**config.mk**
```make
export PLATFORM = sky130hd
export DESIGN_NAME = mem_port_arbiter
export DESIGN_NICKNAME = d
export VERILOG_FILES = /design/src/rtl/cpu_mem_pkg.sv /design/src/rtl/arb_starve_pick.sv /design/src/rtl/mem_port_arbiter.sv
export SDC_FILE = /design/constraint.sdc
export NUM_CORES = 1
export LEC_CHECK = 0
export ABC_AREA = 1
export BUFFER_PORTS_ARGS = -buffer_cell sky130_fd_sc_hd__buf_2
export CORE_ASPECT_RATIO = 1.75
export CORE_MARGIN = 4
export CORE_UTILIZATION = 39
export DETAILED_ROUTE_END_ITERATION = 10
export PLACE_DENSITY_LB_ADDON = 0.25
export SKIP_CTS_REPAIR_TIMING = 1
export SLEW_MARGIN = 10
export SYNTH_ARGS = -nofsm -noshare
export SYNTH_HDL_FRONTEND = slang
export SYNTH_HIERARCHICAL = 1
export SYNTH_SLANG_ARGS = --single-unit
```
**constraint.sdc**
```tcl
create_clock -name clk -period 4.75 [get_ports clk]
set_input_delay 0.2375 -clock clk [delete_from_list [all_inputs] [get_ports clk]]
set_output_delay 0.2375 -clock clk [all_outputs]
set_load 0.02 [all_outputs]
```
**src/rtl/cpu_mem_pkg.sv**
```systemverilog
// rtl/cpu_mem_pkg.sv - shared types and constants for the unified memory port arbiter
package cpu_mem_pkg;

    typedef enum logic [1:0] {
        IDLE  = 2'd0,
        ISSUE = 2'd1,
        WAIT  = 2'd2,
        RESP  = 2'd3
    } arb_state_t;

    typedef enum logic {
        OWN_IF = 1'b0,
        OWN_D  = 1'b1
    } owner_t;

    localparam logic [3:0] BE_ALL = 4'hF;

endpackage

```
**src/rtl/arb_starve_pick.sv**
```systemverilog
// rtl/arb_starve_pick.sv - data-priority grant decision with a fetch starvation guard
module arb_starve_pick
    import cpu_mem_pkg::*;
#(
    parameter int STARVE_LIMIT = 4
) (
    input  logic   clk,
    input  logic   reset,
    input  logic   if_req,
    input  logic   d_req,
    input  logic   take,
    output owner_t pick
);

    localparam int CW = $clog2(STARVE_LIMIT + 1);
    localparam logic [CW-1:0] LIMIT = CW'(STARVE_LIMIT);

    logic [CW-1:0] starve_q;
    logic [CW-1:0] starve_d;

    // Fetch wins only when it is alone or has waited out STARVE_LIMIT data grants.
    always_comb begin
        pick = OWN_D;
        if (!d_req) begin
            pick = OWN_IF;
        end else if (if_req && (starve_q == LIMIT)) begin
            pick = OWN_IF;
        end
    end

    always_comb begin
        starve_d = starve_q;
        if (take) begin
            if (pick == OWN_IF) begin
                starve_d = '0;
            end else if (if_req) begin
                starve_d = (starve_q == LIMIT) ? starve_q : starve_q + 1'b1;
            end else begin
                starve_d = '0;
            end
        end
    end

    always_ff @(posedge clk or posedge reset) begin
        if (reset) begin
            starve_q <= '0;
        end else begin
            starve_q <= starve_d;
        end
    end

endmodule

```
**src/rtl/mem_port_arbiter.sv**
```systemverilog
// rtl/mem_port_arbiter.sv - shares one single-ported memory between fetch and load/store
module mem_port_arbiter
    import cpu_mem_pkg::*;
#(
    parameter int ADDR_W       = 32,
    parameter int DATA_W       = 32,
    parameter int MEM_LATENCY  = 1,
    parameter int STARVE_LIMIT = 4
) (
    input  logic              clk,
    input  logic              reset,
    input  logic              if_req,
    input  logic [ADDR_W-1:0] if_addr,
    output logic              if_ack,
    output logic [DATA_W-1:0] if_rdata,
    input  logic              d_req,
    input  logic              d_we,
    input  logic [3:0]        d_be,
    input  logic [ADDR_W-1:0] d_addr,
    input  logic [DATA_W-1:0] d_wdata,
    output logic              d_ack,
    output logic [DATA_W-1:0] d_rdata,
    output logic              mem_en,
    output logic              mem_we,
    output logic [3:0]        mem_be,
    output logic [ADDR_W-3:0] mem_addr,
    output logic [DATA_W-1:0] mem_wdata,
    input  logic [DATA_W-1:0] mem_rdata,
    output logic              busy,
    output logic              owner
);

    localparam int LW = $clog2(MEM_LATENCY + 1);
    localparam logic [LW-1:0] LAT_INIT = LW'(MEM_LATENCY);
    localparam logic [LW-1:0] LAT_ONE  = LW'(1);

    arb_state_t        state_q,     state_d;
    logic [LW-1:0]     lat_q,       lat_d;
    owner_t            owner_q,     owner_d;
    logic              mem_en_q,    mem_en_d;
    logic              mem_we_q,    mem_we_d;
    logic [3:0]        mem_be_q,    mem_be_d;
    logic [ADDR_W-3:0] mem_addr_q,  mem_addr_d;
    logic [DATA_W-1:0] mem_wdata_q, mem_wdata_d;
    logic [DATA_W-1:0] if_rdata_q,  if_rdata_d;
    logic [DATA_W-1:0] d_rdata_q,   d_rdata_d;
    logic              if_ack_q,    if_ack_d;
    logic              d_ack_q,     d_ack_d;

    logic   take;
    owner_t pick;

    // Byte lanes within a word are selected by mem_be, so the low address bits carry no meaning here.
    logic unused_addr_lsbs;
    assign unused_addr_lsbs = ^{if_addr[1:0], d_addr[1:0]};

    arb_starve_pick #(
        .STARVE_LIMIT(STARVE_LIMIT)
    ) u_pick (
        .clk   (clk),
        .reset (reset),
        .if_req(if_req),
        .d_req (d_req),
        .take  (take),
        .pick  (pick)
    );

    always_comb begin
        state_d     = state_q;
        lat_d       = lat_q;
        owner_d     = owner_q;
        mem_en_d    = 1'b0;
        mem_we_d    = mem_we_q;
        mem_be_d    = mem_be_q;
        mem_addr_d  = mem_addr_q;
        mem_wdata_d = mem_wdata_q;
        if_rdata_d  = if_rdata_q;
        d_rdata_d   = d_rdata_q;
        if_ack_d    = 1'b0;
        d_ack_d     = 1'b0;
        take        = 1'b0;

        case (state_q)
            IDLE: begin
                if (if_req || d_req) begin
                    take     = 1'b1;
                    owner_d  = pick;
                    mem_en_d = 1'b1;
                    state_d  = ISSUE;
                    if (pick == OWN_D) begin
                        mem_we_d    = d_we;
                        mem_be_d    = d_we ? d_be : BE_ALL;
                        mem_addr_d  = d_addr[ADDR_W-1:2];
                        mem_wdata_d = d_wdata;
                    end else begin
                        mem_we_d    = 1'b0;
                        mem_be_d    = BE_ALL;
                        mem_addr_d  = if_addr[ADDR_W-1:2];
                        mem_wdata_d = '0;
                    end
                end
            end
            ISSUE: begin
                lat_d   = LAT_INIT;
                state_d = WAIT;
            end
            WAIT: begin
                lat_d = lat_q - 1'b1;
                // Read data lines up with the last wait cycle; the ack is registered into RESP.
                if (lat_q == LAT_ONE) begin
                    state_d = RESP;
                    if (owner_q == OWN_D) begin
                        d_rdata_d = mem_we_q ? '0 : mem_rdata;
                        d_ack_d   = 1'b1;
                    end else begin
                        if_rdata_d = mem_rdata;
                        if_ack_d   = 1'b1;
                    end
                end
            end
            RESP: begin
                state_d = IDLE;
            end
            default: begin
                state_d = IDLE;
            end
        endcase
    end

    always_ff @(posedge clk or posedge reset) begin
        if (reset) begin
            state_q     <= IDLE;
            lat_q       <= '0;
            owner_q     <= OWN_IF;
            mem_en_q    <= 1'b0;
            mem_we_q    <= 1'b0;
            mem_be_q    <= '0;
            mem_addr_q  <= '0;
            mem_wdata_q <= '0;
            if_rdata_q  <= '0;
            d_rdata_q   <= '0;
            if_ack_q    <= 1'b0;
            d_ack_q     <= 1'b0;
        end else begin
            state_q     <= state_d;
            lat_q       <= lat_d;
            owner_q     <= owner_d;
            mem_en_q    <= mem_en_d;
            mem_we_q    <= mem_we_d;
            mem_be_q    <= mem_be_d;
            mem_addr_q  <= mem_addr_d;
            mem_wdata_q <= mem_wdata_d;
            if_rdata_q  <= if_rdata_d;
            d_rdata_q   <= d_rdata_d;
            if_ack_q    <= if_ack_d;
            d_ack_q     <= d_ack_d;
        end
    end

    assign if_ack    = if_ack_q;
    assign if_rdata  = if_rdata_q;
    assign d_ack     = d_ack_q;
    assign d_rdata   = d_rdata_q;
    assign mem_en    = mem_en_q;
    assign mem_we    = mem_we_q;
    assign mem_be    = mem_be_q;
    assign mem_addr  = mem_addr_q;
    assign mem_wdata = mem_wdata_q;
    assign busy      = (state_q != IDLE);
    assign owner     = owner_q;

endmodule

```
Word-level counts from Yosys, hierarchy flattened. Cells that the tools add are included.

Register bits: 141. Input port bits: 137. Output and inout port bits: 136.

$add $sub $neg: 2. Eq/ne operators: 7. Multiplexer cells: 23. Bitwise gates (word level): 1. Reductions and logical operators: 10.

Operator list (number): 2-to-1 mux 32 bit (2); 2-to-1 mux 30 bit (1); 2-to-1 mux 1 bit (11); 2-to-1 mux 3 bit (3); 2-to-1 mux 4 bit (2); case mux 2 bit (4 select lines) (1); AND reduction 2 bit (3); AND reduction 3 bit (2); == test 2 bit (second input constant) (2); 2-to-1 mux 2 bit (2); != test 2 bit (second input constant) (2); nonzero test 2 bit (2); adder 3 x 1 -> 3 bit (second input constant) (1); == test 3 bit (second input constant) (1); != test 3 bit (second input constant) (1); == test 2 x 1 -> 1 bit (second input constant) (1); zero test 2 bit (1); case mux 1 bit (2 select lines) (1); logical AND 1 bit (1); logical OR 1 bit (1); inverter 1 bit (1); subtractor 1 bit (second input constant) (1).

Depth between registers and ports, before layout. Gate-level depths: netlist of the first run.

Depth after elaboration: 6. Mapped depth: 11.

Hierarchy. The synthesis of the first run kept the hierarchy.

By module, submodules not included: mem_port_arbiter (instances 1, cells each 697, area an instance 5808.1 um2, sequential area each 3453.3 um2); arb_starve_pick (instances 1, cells each 29, area an instance 196.4 um2, sequential area each 75.1 um2).

Worst setup path after synthesis of the first run. No wires, ideal clock.

Path kind: reg-to-reg. From: register state_q[0]. To: register u_pick.starve_q[0]. Setup time: 83 ps. Arrival time: 1474 ps. Slack: 3193 ps. Cell stages (with the launch flop): 10. Buffers on the path: 1. Clock period less this slack: 1557 ps. Cells stage by stage: dfrtp_1 inv_1 ha_1 inv_2 nor2_4 buf_6 nand2_1 inv_1 nand2_1 o21ai_0.

Longest elaborated chain between the ends: 3.

Ends and longest elaborated chain: start, declared (line mem_port_arbiter.sv:37) `arb_state_t state_q, state_d;`; start signal, assigned (line mem_port_arbiter.sv:145) `state_q <= state_d;`; zero test 2 bit; 2-to-1 mux 1 bit; named net mem_en_d (line mem_port_arbiter.sv:40) `logic mem_en_q, mem_en_d;`; AND reduction 2 bit (no source line); end signal, assigned (line arb_starve_pick.sv:48) `starve_q <= starve_d;`; end, declared (line arb_starve_pick.sv:18) `logic [CW-1:0] starve_q;`.

The timed path passes the listed nets, and every way through them passes these cells. A chain may end at the register's enable or synchronous reset.

Final worst setup path of the first run.
From: register u_pick.starve_q[0]. To: register mem_addr_q[17], in the netlist mem_addr[17].

Longest elaborated chain between the ends: 5.

Ends and longest elaborated chain: == test 3 bit (line arb_starve_pick.sv:26) `end else if (if_req && (starve_q == LIMIT)) begin`; logical AND 1 bit (line arb_starve_pick.sv:26); 2-to-1 mux 1 bit (line arb_starve_pick.sv:26); 2-to-1 mux 1 bit (line arb_starve_pick.sv:24) `if (!d_req) begin`; named net pick (line mem_port_arbiter.sv:51) `owner_t pick;`; 2-to-1 mux 30 bit (line mem_port_arbiter.sv:90) `if (pick == OWN_D) begin`; end signal, assigned (line mem_port_arbiter.sv:151) `mem_addr_q <= mem_addr_d;`; end, declared (line mem_port_arbiter.sv:43) `logic [ADDR_W-3:0] mem_addr_q, mem_addr_d;`.

The timed path passes the listed nets, and every way through them passes these cells.

==> results of run 1 <==
==> tightest hold or removal path, stage by stage <==
cell and delay, ns:
buf_2 0.09, nand2_1 0.04, nand2_1 0.05
==> synthesized netlist by cell type <==
master    instances  share of area (%)
buf_4             3               0.38
ha_1              5                1.0
o21ai_1          31                2.6
o21ai_0          68                5.7
nand2_1         379                 24
nand3_1           4               0.33
buf_2            22                1.8
or2_2             1               0.10
inv_1            44                2.8
nand3_2           1               0.17
nor2_4            1               0.19
nand3b_1          4               0.50
buf_6             3               0.56
clkbuf_1         12               0.75
dfrtp_1         141                 59
nand2_2           1               0.10
inv_2             3               0.19
o21ai_4           1               0.27
nor2_1            2               0.13
==> state kept, by name, indices dropped and copies added (netlist names), 2 cells and up <==
signal and count:
d_rdata 32, if_rdata 32, mem_addr 30, mem_be 4
mem_wdata 32, state_q 2, u_pick/starve_q 3
==> kinds of logic after synthesis <==
| group | count (synthesis) |
|---|---|
| flops | 141 |
| buf+inv | 87 |
| fa+ha+maj | 5 |
| simple gates | 393 |
| compound gates | 100 |
==> routing by layer <==
metal | vias to the layer above | global-route usage, %
met2 | 206 | 30.2
met1 | 2381 | 22.1
met4 | 0 | 6.42
met5 | - | 0
li1 | 2738 | -
met3 | 21 | 5.97
==> per-stage QoR <==
stage          instance area [sq um]  setup WS [ns]  total power (W)  utilization, %
6_report                        8000           2.45          0.00581            53.4
5_1_grt                         8000           2.20          0.00625            53.4
4_1_cts                         7990           2.38          0.00589            53.3
3_5_place_dp                    7410           2.37          0.00457            49.5
3_3_place_gp                    7410           2.43          0.00452            49.5
2_1_floorplan                   6000          0.816          0.00369               -
==> cells in the final DEF, fill, tap and decap left out <==
master,n
dlygate4sd3_1,1
nand3_2,2
clkbuf_16,17
clkbuf_1,1
o21ai_4,1
inv_8,1
clkinvlp_4,4
o21ai_0,68
clkbuf_8,1
or2_2,1
dfrtp_1,141
inv_6,5
clkinv_4,3
nand2_2,1
buf_2,268
inv_2,3
nor2_4,1
nor2_1,2
ha_1,5
buf_4,5
bufinv_16,1
nand2_1,379
nand3b_1,4
nand3_1,3
inv_1,43
o21ai_1,31
==> report_power, final <==
part	switching [W]	leakage (nW)	internal, W
clock network	0.000544	0.269	0.000747
logic	0.00168	2.58	0.000782
registers	0.000284	1.77	0.00177
total	0.00251	4.62	0.00330
==> worst paths after layout <==
| path | start | to | slack (ns) | depth (start not counted) |
|---|---|---|---|---|
| worst min register to register | state_q[0] | state_q[0] | 0.47 | 2 |
| max in group asynchronous | reset | mem_wdata[24] | 3.07 | 4 |
| worst min-delay path | mem_rdata[30] | if_rdata[30] | 0.04 | 3 |
| worst max register to register | u_pick/starve_q[0] | mem_addr[17] | 2.45 | 10 |
| min in group asynchronous | reset | u_pick/starve_q[2] | 0.28 | 3 |
| worst max-delay path | u_pick/starve_q[0] | mem_addr[17] | 2.45 | 10 |
==> final cells by class <==
cell class                      count  area [sq um]  area share [%]
Timing Repair Buffer              274          1390            17.4
Multi-Input combinational cell    498          2090            26.2
Tap cell                          183           229            2.86
Sequential cell                   141          3530            44.1
Clock inverter                     13           133            1.66
Inverter                           47           181            2.27
Clock buffer                       19           443            5.54
==> flow_summary_export.csv, run 1 <==
group,metric,value,unit
status,status,"finished, final reports clean",
sta,fin_crit,2.30,ns
clock_tree,h-tree-depth,4,
clock_tree,path_clk_slew,0.06,ns
route,drt-met1-wl,6.50,mm
die,num_rows,59,
final_layout,final_cells,1175,
synth,synth_compound_area_share,8.52,%
setup_path,crit_slowest_cell,"buf_4",
setup_path,crit_fanout,67,
synth,yosys-mux-area-fraction,0,%
synth,synth_warnings,6,
sta,setup_violations,0,
die,dieHeight,172,um
global_routing,grt_overflow,0,
route,dr.first_iter.drc_count,214,
flow_run,drv_cap,0,
route,dr_wl_met2,7.66,mm
power_and_ir_drop,vdd_drop_max,0.254,mV
setup_path,critPathCaptureType,"register",
synth,netlist_instances,726,
synth,synth-xor-area-share,0,%
clock_tree,cts_tree,"yes",
final_layout,nets,1121,
synth,syn_nets,868,
place,place_inst,1142,
synth,synth_adder_area_share,1.04,%
place,place_congestion,0.764,
die,start_util,40.1,%
synth,synth_area,0.00600,sq mm
sta,drv_slew,0,
setup_path,required,5.09,ns
die,core_region_area,0.0150,sq mm
clock_tree,ctsRootBufferMaster,"clkbuf_16",
final_layout,layout-drive-gt1-share,31.7,%
sta,relSlewSlack,28.7,%
clock_tree,clock_latency,0.41,ns
synth,ys_seq_area_share,58.8,%
route,wl_per_cell,13.6,um
min_path,hp-class,"in2reg",
final_layout,fillerInstances,1506,
sta,rsz0062_at_grt,"false",
setup_path,crit_buf_inv,3,
setup_path,crit_path_max_incr_delay,0.55,ns
sta,finalCritPeriodShare,48.4,%
final_layout,num_antenna_cells,0,
setup_path,crit_chain,"inv_1 -> ha_1 -> nand3_1 -> nand2_2 -> inv_2 -> buf_4 -> nand2_1 -> o21ai_0 -> nand2_1 -> nand2_1",
sta,holdWs,0.0403,ns
die,die_area,0.0175,sq mm
setup_path,path_common_cell,"nand2_1",
route,drc,0,
place,dp_hpwl,11.2,mm
setup_path,cp-start-kind,"register",
power_and_ir_drop,power_density,726,mW/mm^2
sta,tightest_slew,1.07,ns
synth,yosysUniqueCellTypes,19,
route,vias,5346,
place,io_buffers,268,
final_layout,syn_to_final_growth,33.2,%
power_and_ir_drop,p_leak,4.62,nW
sta,clock.fmax,435,MHz
setup_path,worstPathArrival,2.64,ns
synth,synth.avg_cell_area,8.27,sq um
die,die_x,102,um
sta,final_hold_viol_count,0,
route,firstDrtPassIters,4,
clock_tree,cts_buffers,17,
sta,timing.setup.tns,0,ns
route,avgViaCountPerCell,4.55,
setup_path,critPathTopFamily,"buffers and inverters",
route,ant_nets,0,
synth,synth-seq-cells,141,
setup_path,critical_path_class,"reg2reg",
die,io_pins,273,
global_routing,grt_use_total,18.2,%
synth,synthSimpleGateAreaFrac,25.2,%
clock_tree,numClockSinks,141,
route,top_layer,"met4",
route,wl_met3,1.47,mm
global_routing,grt_pass1_vias,5283,
route,drt_wl_total,16.0,mm
global_routing,grt_max_degree,101,
synth,synth_top_family_by_area,"simple AND/OR/NAND/NOR gates",
sta,finClkSkew,0.0141,ns
clock_tree,clk_path_buf_depth,2,
global_routing,grt_pass1_wl,25.2,mm
global_routing,antenna_found_initial,0,
Power figures use the tool's default switching activity.
==> run 2: changes to the inputs <==
- clock period: 4.75 -> 1.93 ns (I/O delays scaled with it)
==> flow_summary_export.csv, run 2 (same netlist as run 1, synthesis figures left out) <==
group,metric,value,unit
sta,fin_crit,1.62,ns
setup_path,critical_path_class,"reg2reg",
sta,clock.fmax,617,MHz
die,die_area,0.0175,sq mm
place,place_congestion,0.754,
place,dp_hpwl,11.5,mm
min_path,hp-class,"in2reg",
die,core_region_area,0.0150,sq mm
global_routing,antenna_found_initial,0,
clock_tree,h-tree-depth,4,
global_routing,grt_overflow,0,
sta,holdWs,-0.0192,ns
sta,final_hold_viol_count,18,
clock_tree,path_clk_slew,0.07,ns
route,drt_wl_total,16.8,mm
clock_tree,ctsRootBufferMaster,"clkbuf_16",
sta,drv_slew,0,
min_path,hold_depth,5,
sta,tightest_slew,0.600,ns
sta,finalCritPeriodShare,83.9,%
die,die_x,102,um
final_layout,layout_common_cells,"379 x nand2_1, 268 x buf_2, 141 x dfrtp_1",
setup_path,crit_fanout,99,
sta,timing.final.ws_setup,0.310,ns
setup_path,r2r_cells,10,
global_routing,grt_pass1_vias,5181,
clock_tree,numClockSinks,141,
die,start_util,40.1,%
sta,setup_violations,0,
power_and_ir_drop,p_leak,4.97,nW
sta,timing.setup.tns,0,ns
sta,rsz0062_at_grt,"false",
clock_tree,cts_buffers,17,
global_routing,grt_pass1_wl,25.8,mm
power_and_ir_drop,vdd_drop_max,0.704,mV
clock_tree,clk_path_buf_depth,2,
route,wl_per_cell,13.5,um
sta,finClkSkew,0.0146,ns
clock_tree,cts_tree,"yes",
final_layout,num_antenna_cells,0,
place,dp_slack,0.312,ns
die,dieHeight,172,um
min_path,hold_start,"d_addr[25]",
power_and_ir_drop,power_density,1670,mW/mm^2
global_routing,grt_max_degree,100,
route,dr.first_iter.drc_count,146,
route,avgViaCountPerCell,4.52,
final_layout,fillerInstances,1357,
setup_path,worstPathArrival,1.97,ns
final_layout,nets,1192,
setup_path,cp-start-kind,"register",
setup_path,critPathCaptureType,"register",
flow_run,drv_cap,0,
final_layout,final_common_cell,"nand2_1",
status,status,"complete, but fails checks",
final_layout,layout-drive-gt1-share,30.0,%
sta,relSlewSlack,59.8,%
route,vias,5636,
status,violations,"hold timing",
final_layout,syn_to_final_growth,46.8,%
route,firstDrtPassIters,4,
clock_tree,clock_latency,0.41,ns
setup_path,required,2.28,ns
setup_path,crit_start,"u_pick/starve_q[0]",
route,ant_nets,0,
setup_path,rr_startpoint,"u_pick/starve_q[0]",
place,io_buffers,268,
die,io_pins,273,
route,drc,0,
die,num_rows,59,
global_routing,grt_use_total,18.6,%
run 2: cell count changes in the layout (fill, tap and decap cells not counted):
cell	delta
dlygate4sd3_1	+66
bufinv_16	+1
buf_12	+8
buf_4	-3
inv_6	-1
run 2: area by class of cell:
class	count	area (sq um)	share of cell area, %
Sequential cell	141	3530	40.0
Timing Repair Buffer	345	2190	24.8
Multi-Input combinational cell	498	2090	23.7
Clock buffer	19	443	5.02
Tap cell	183	229	2.60
Inverter	47	180	2.04
Clock inverter	13	155	1.76
run 2: final timing paths:
path / end / slack, ns
min reg2reg: if_rdata[30] / 0.47
max reg2reg: mem_addr[27] / 0.31
max: mem_addr[27] / 0.31
max in group asynchronous: mem_wdata[27] / 0.92
min in group asynchronous: u_pick/starve_q[2] / 0.11
min: mem_addr[23] / -0.02
run 2: layer usage:
layer	track usage (%)	part of all wire [%]
met5	0	0
met2	30.6	51
met3	5.41	8.5
met4	5.84	0.88
met1	23.4	40
run 2: where the power goes:
group / internal (W) / switching, W / total, W
clock: 0.00197 / 0.00133 / 0.00330
combinational: 0.00215 / 0.00422 / 0.00638
sequential: 0.00436 / 0.000720 / 0.00508
total: 0.00848 / 0.00627 / 0.0148
run 2: critical path, stage by stage, from the launching register on:
cell and delay, ns:
dfrtp_1 0.38, inv_1 0.07, ha_1 0.19, nand3_1 0.09, nand2_2 0.07, inv_2 0.07
buf_12 0.28, nand2_1 0.12, o21ai_0 0.09, nand2_1 0.07, nand2_1 0.05
run 2: through the flow:
stage	instances	cell area [sq um]	power [W]	hold slack [ns]	utilization (%)
final	1246	8820	0.0148	-0.0192	58.8
after detailed placement	1147	7550	0.0115	-0.00738	50.4
after global placement	1147	7550	0.0113	-0.00864	50.4
after CTS	1179	8150	0.0148	-0.449	54.4
after floorplan	726	6010	0.00909	-0.150	-
after global routing	1246	8820	0.0158	-0.000248	58.8
==> run 3: changes to the inputs <==
- clock period: 1.93 -> 1.7 ns (I/O delays scaled with it)
==> flow_summary_export.csv, run 3 (same netlist as run 1, synthesis figures left out) <==
group,metric,value,unit
min_path,hold_start,"d_wdata[9]",
min_path,holdPathEnd,"mem_wdata[9]",
final_layout,fillerInstances,1363,
sta,timing.final.ws_setup,0.176,ns
route,firstDrtPassIters,4,
sta,rsz0062_at_grt,"false",
setup_path,worstPathArrival,1.84,ns
min_path,hold_depth,3,
die,die_area,0.0175,sq mm
die,io_pins,273,
setup_path,r2r_cells,8,
setup_path,critPathTopFamily,"buffers and inverters",
setup_path,critPathCaptureType,"register",
clock_tree,ctsRootBufferMaster,"clkbuf_16",
clock_tree,clk_path_buf_depth,2,
setup_path,cp-start-kind,"register",
setup_path,crit_fanout,64,
status,status,"complete, but fails checks",
sta,relSlewSlack,69.5,%
route,drt_wl_total,17.1,mm
power_and_ir_drop,internal_power,0.00966,W
sta,setup_violations,0,
sta,clock.fmax,656,MHz
sta,holdWs,-0.0460,ns
power_and_ir_drop,report.power.total,0.0168,W
clock_tree,clock_latency,0.41,ns
route,avgViaCountPerCell,4.58,
global_routing,antenna_found_initial,0,
setup_path,crit_slowest_cell,"dfrtp_1",
power_and_ir_drop,seq_power_share,34.4,%
final_layout,nets,1202,
route,ant_nets,0,
sta,fin_crit,1.52,ns
setup_path,crit_chain,"inv_1 -> ha_1 -> nand3_1 -> nand2_2 -> inv_2 -> buf_12 -> nand2_1 -> o21ai_0",
sta,finClkSkew,0.0120,ns
power_and_ir_drop,power_density,1890,mW/mm^2
sta,drv_slew,0,
setup_path,rr_startpoint,"u_pick/starve_q[0]",
clock_tree,numClockSinks,141,
global_routing,grt_pass1_vias,5301,
final_layout,final_common_cell,"nand2_1",
place,place_inst,1153,
power_and_ir_drop,p_comb_share,43.4,%
power_and_ir_drop,swShare,42.5,%
setup_path,critical_path_class,"reg2reg",
final_layout,num_antenna_cells,0,
setup_path,crit_path_max_incr_delay,0.38,ns
place,dp_hpwl,11.6,mm
clock_tree,h-tree-depth,4,
clock_tree,path_clk_slew,0.07,ns
final_layout,syn_to_final_growth,48.0,%
final_layout,layout_common_cells,"379 x nand2_1, 268 x buf_2, 141 x dfrtp_1",
global_routing,grt_use_total,18.5,%
clock_tree,cts_tree,"yes",
place,io_buffers,268,
route,wl_per_cell,13.6,um
die,start_util,40.1,%
die,dieHeight,172,um
route,dr.first_iter.drc_count,185,
sta,tightest_slew,0.458,ns
setup_path,worstReg2RegEnd,"mem_wdata[13]",
die,core_region_area,0.0150,sq mm
sta,finalCritPeriodShare,89.7,%
power_and_ir_drop,p_switching,0.00713,W
flow_run,drv_cap,0,
place,place_congestion,0.797,
power_and_ir_drop,clkPwrFrac,22.2,%
global_routing,grt_overflow,0,
die,num_rows,59,
final_layout,layout-drive-gt1-share,30.3,%
setup_path,ff2ff_setup_slack,0.18,ns
die,die_x,102,um
status,violations,"hold timing",
route,vias,5758,
power_and_ir_drop,vdd_drop_max,0.916,mV
power_and_ir_drop,p_leak,5.00,nW
final_layout,final_cells,1256,
setup_path,required,2.02,ns
route,drc,0,
global_routing,grt_max_degree,83,
clock_tree,cts_buffers,17,
min_path,hp-class,"in2reg",
setup_path,crit_buf_inv,3,
place,dp_slack,0.170,ns
global_routing,grt_pass1_wl,25.8,mm
sta,final_hold_viol_count,24,
run 3: how the worst max path moves through the flow:
stage | depth (start not counted) | to | slack [ns] | from
after detailed placement | 8 | mem_wdata[22] | 0.17 | u_pick/starve_q[0]
after global routing | 8 | mem_wdata[9] | 0.02 | u_pick/starve_q[0]
final | 8 | mem_wdata[13] | 0.18 | u_pick/starve_q[0]
after floorplan | 1 | d_ack | -0.11 | reset
after global placement | 8 | u_pick/starve_q[0] | 0.23 | state_q[0]
after CTS | 4 | busy | 0.15 | state_q[0]
run 3: power groups by stage:
stage | logic (W) | registers [W] | clock network, W
floorplan | 0.00267 | 0.00764 | 0
global placement | 0.00711 | 0.00579 | 0
detailed placement | 0.00724 | 0.00581 | 0
CTS | 0.00726 | 0.00579 | 0.00383
global route | 0.00809 | 0.00599 | 0.00394
finish | 0.00729 | 0.00578 | 0.00372
run 3: metrics by stage:
stage / utilization (%) / setup TNS [ns] / instance area (sq um)
floorplan: - / -14.64 / 6010
global placement: 50.6 / 0 / 7580
detailed placement: 50.6 / 0 / 7580
CTS: 54.6 / 0 / 8180
global route: 59.3 / 0 / 8890
finish: 59.3 / 0 / 8890
run 3: worst reg2reg max path, stage by stage (launching register included):
cell     delay (ns)
dfrtp_1        0.38
inv_1          0.07
ha_1           0.19
nand3_1        0.09
nand2_2        0.07
inv_2          0.09
buf_12         0.24
nand2_1        0.12
o21ai_0        0.21
run 3: metal layers:
| layer | global-route usage (%) | share of wire, % | vias to the layer above | wire (um) |
|---|---|---|---|---|
| met1 | 22.2 | 39 | 2595 | 6730 |
| met4 | 7.35 | 2.4 | 0 | 410 |
| li1 | - | - | 2898 | - |
| met5 | 0 | 0 | - | 0 |
| met3 | 5.37 | 8.6 | 27 | 1470 |
| met2 | 31.0 | 50 | 238 | 8500 |
run 3: final cells by class:
| type | count | area [sq um] | area share (%) |
|---|---|---|---|
| clock buffer | 19 | 443 | 4.98 |
| clock inverter | 13 | 154 | 1.73 |
| inverter | 47 | 180 | 2.03 |
| multi-input combinational | 498 | 2090 | 23.6 |
| sequential | 141 | 3530 | 39.7 |
| tap | 183 | 229 | 2.58 |
| timing repair buffer | 355 | 2260 | 25.4 |
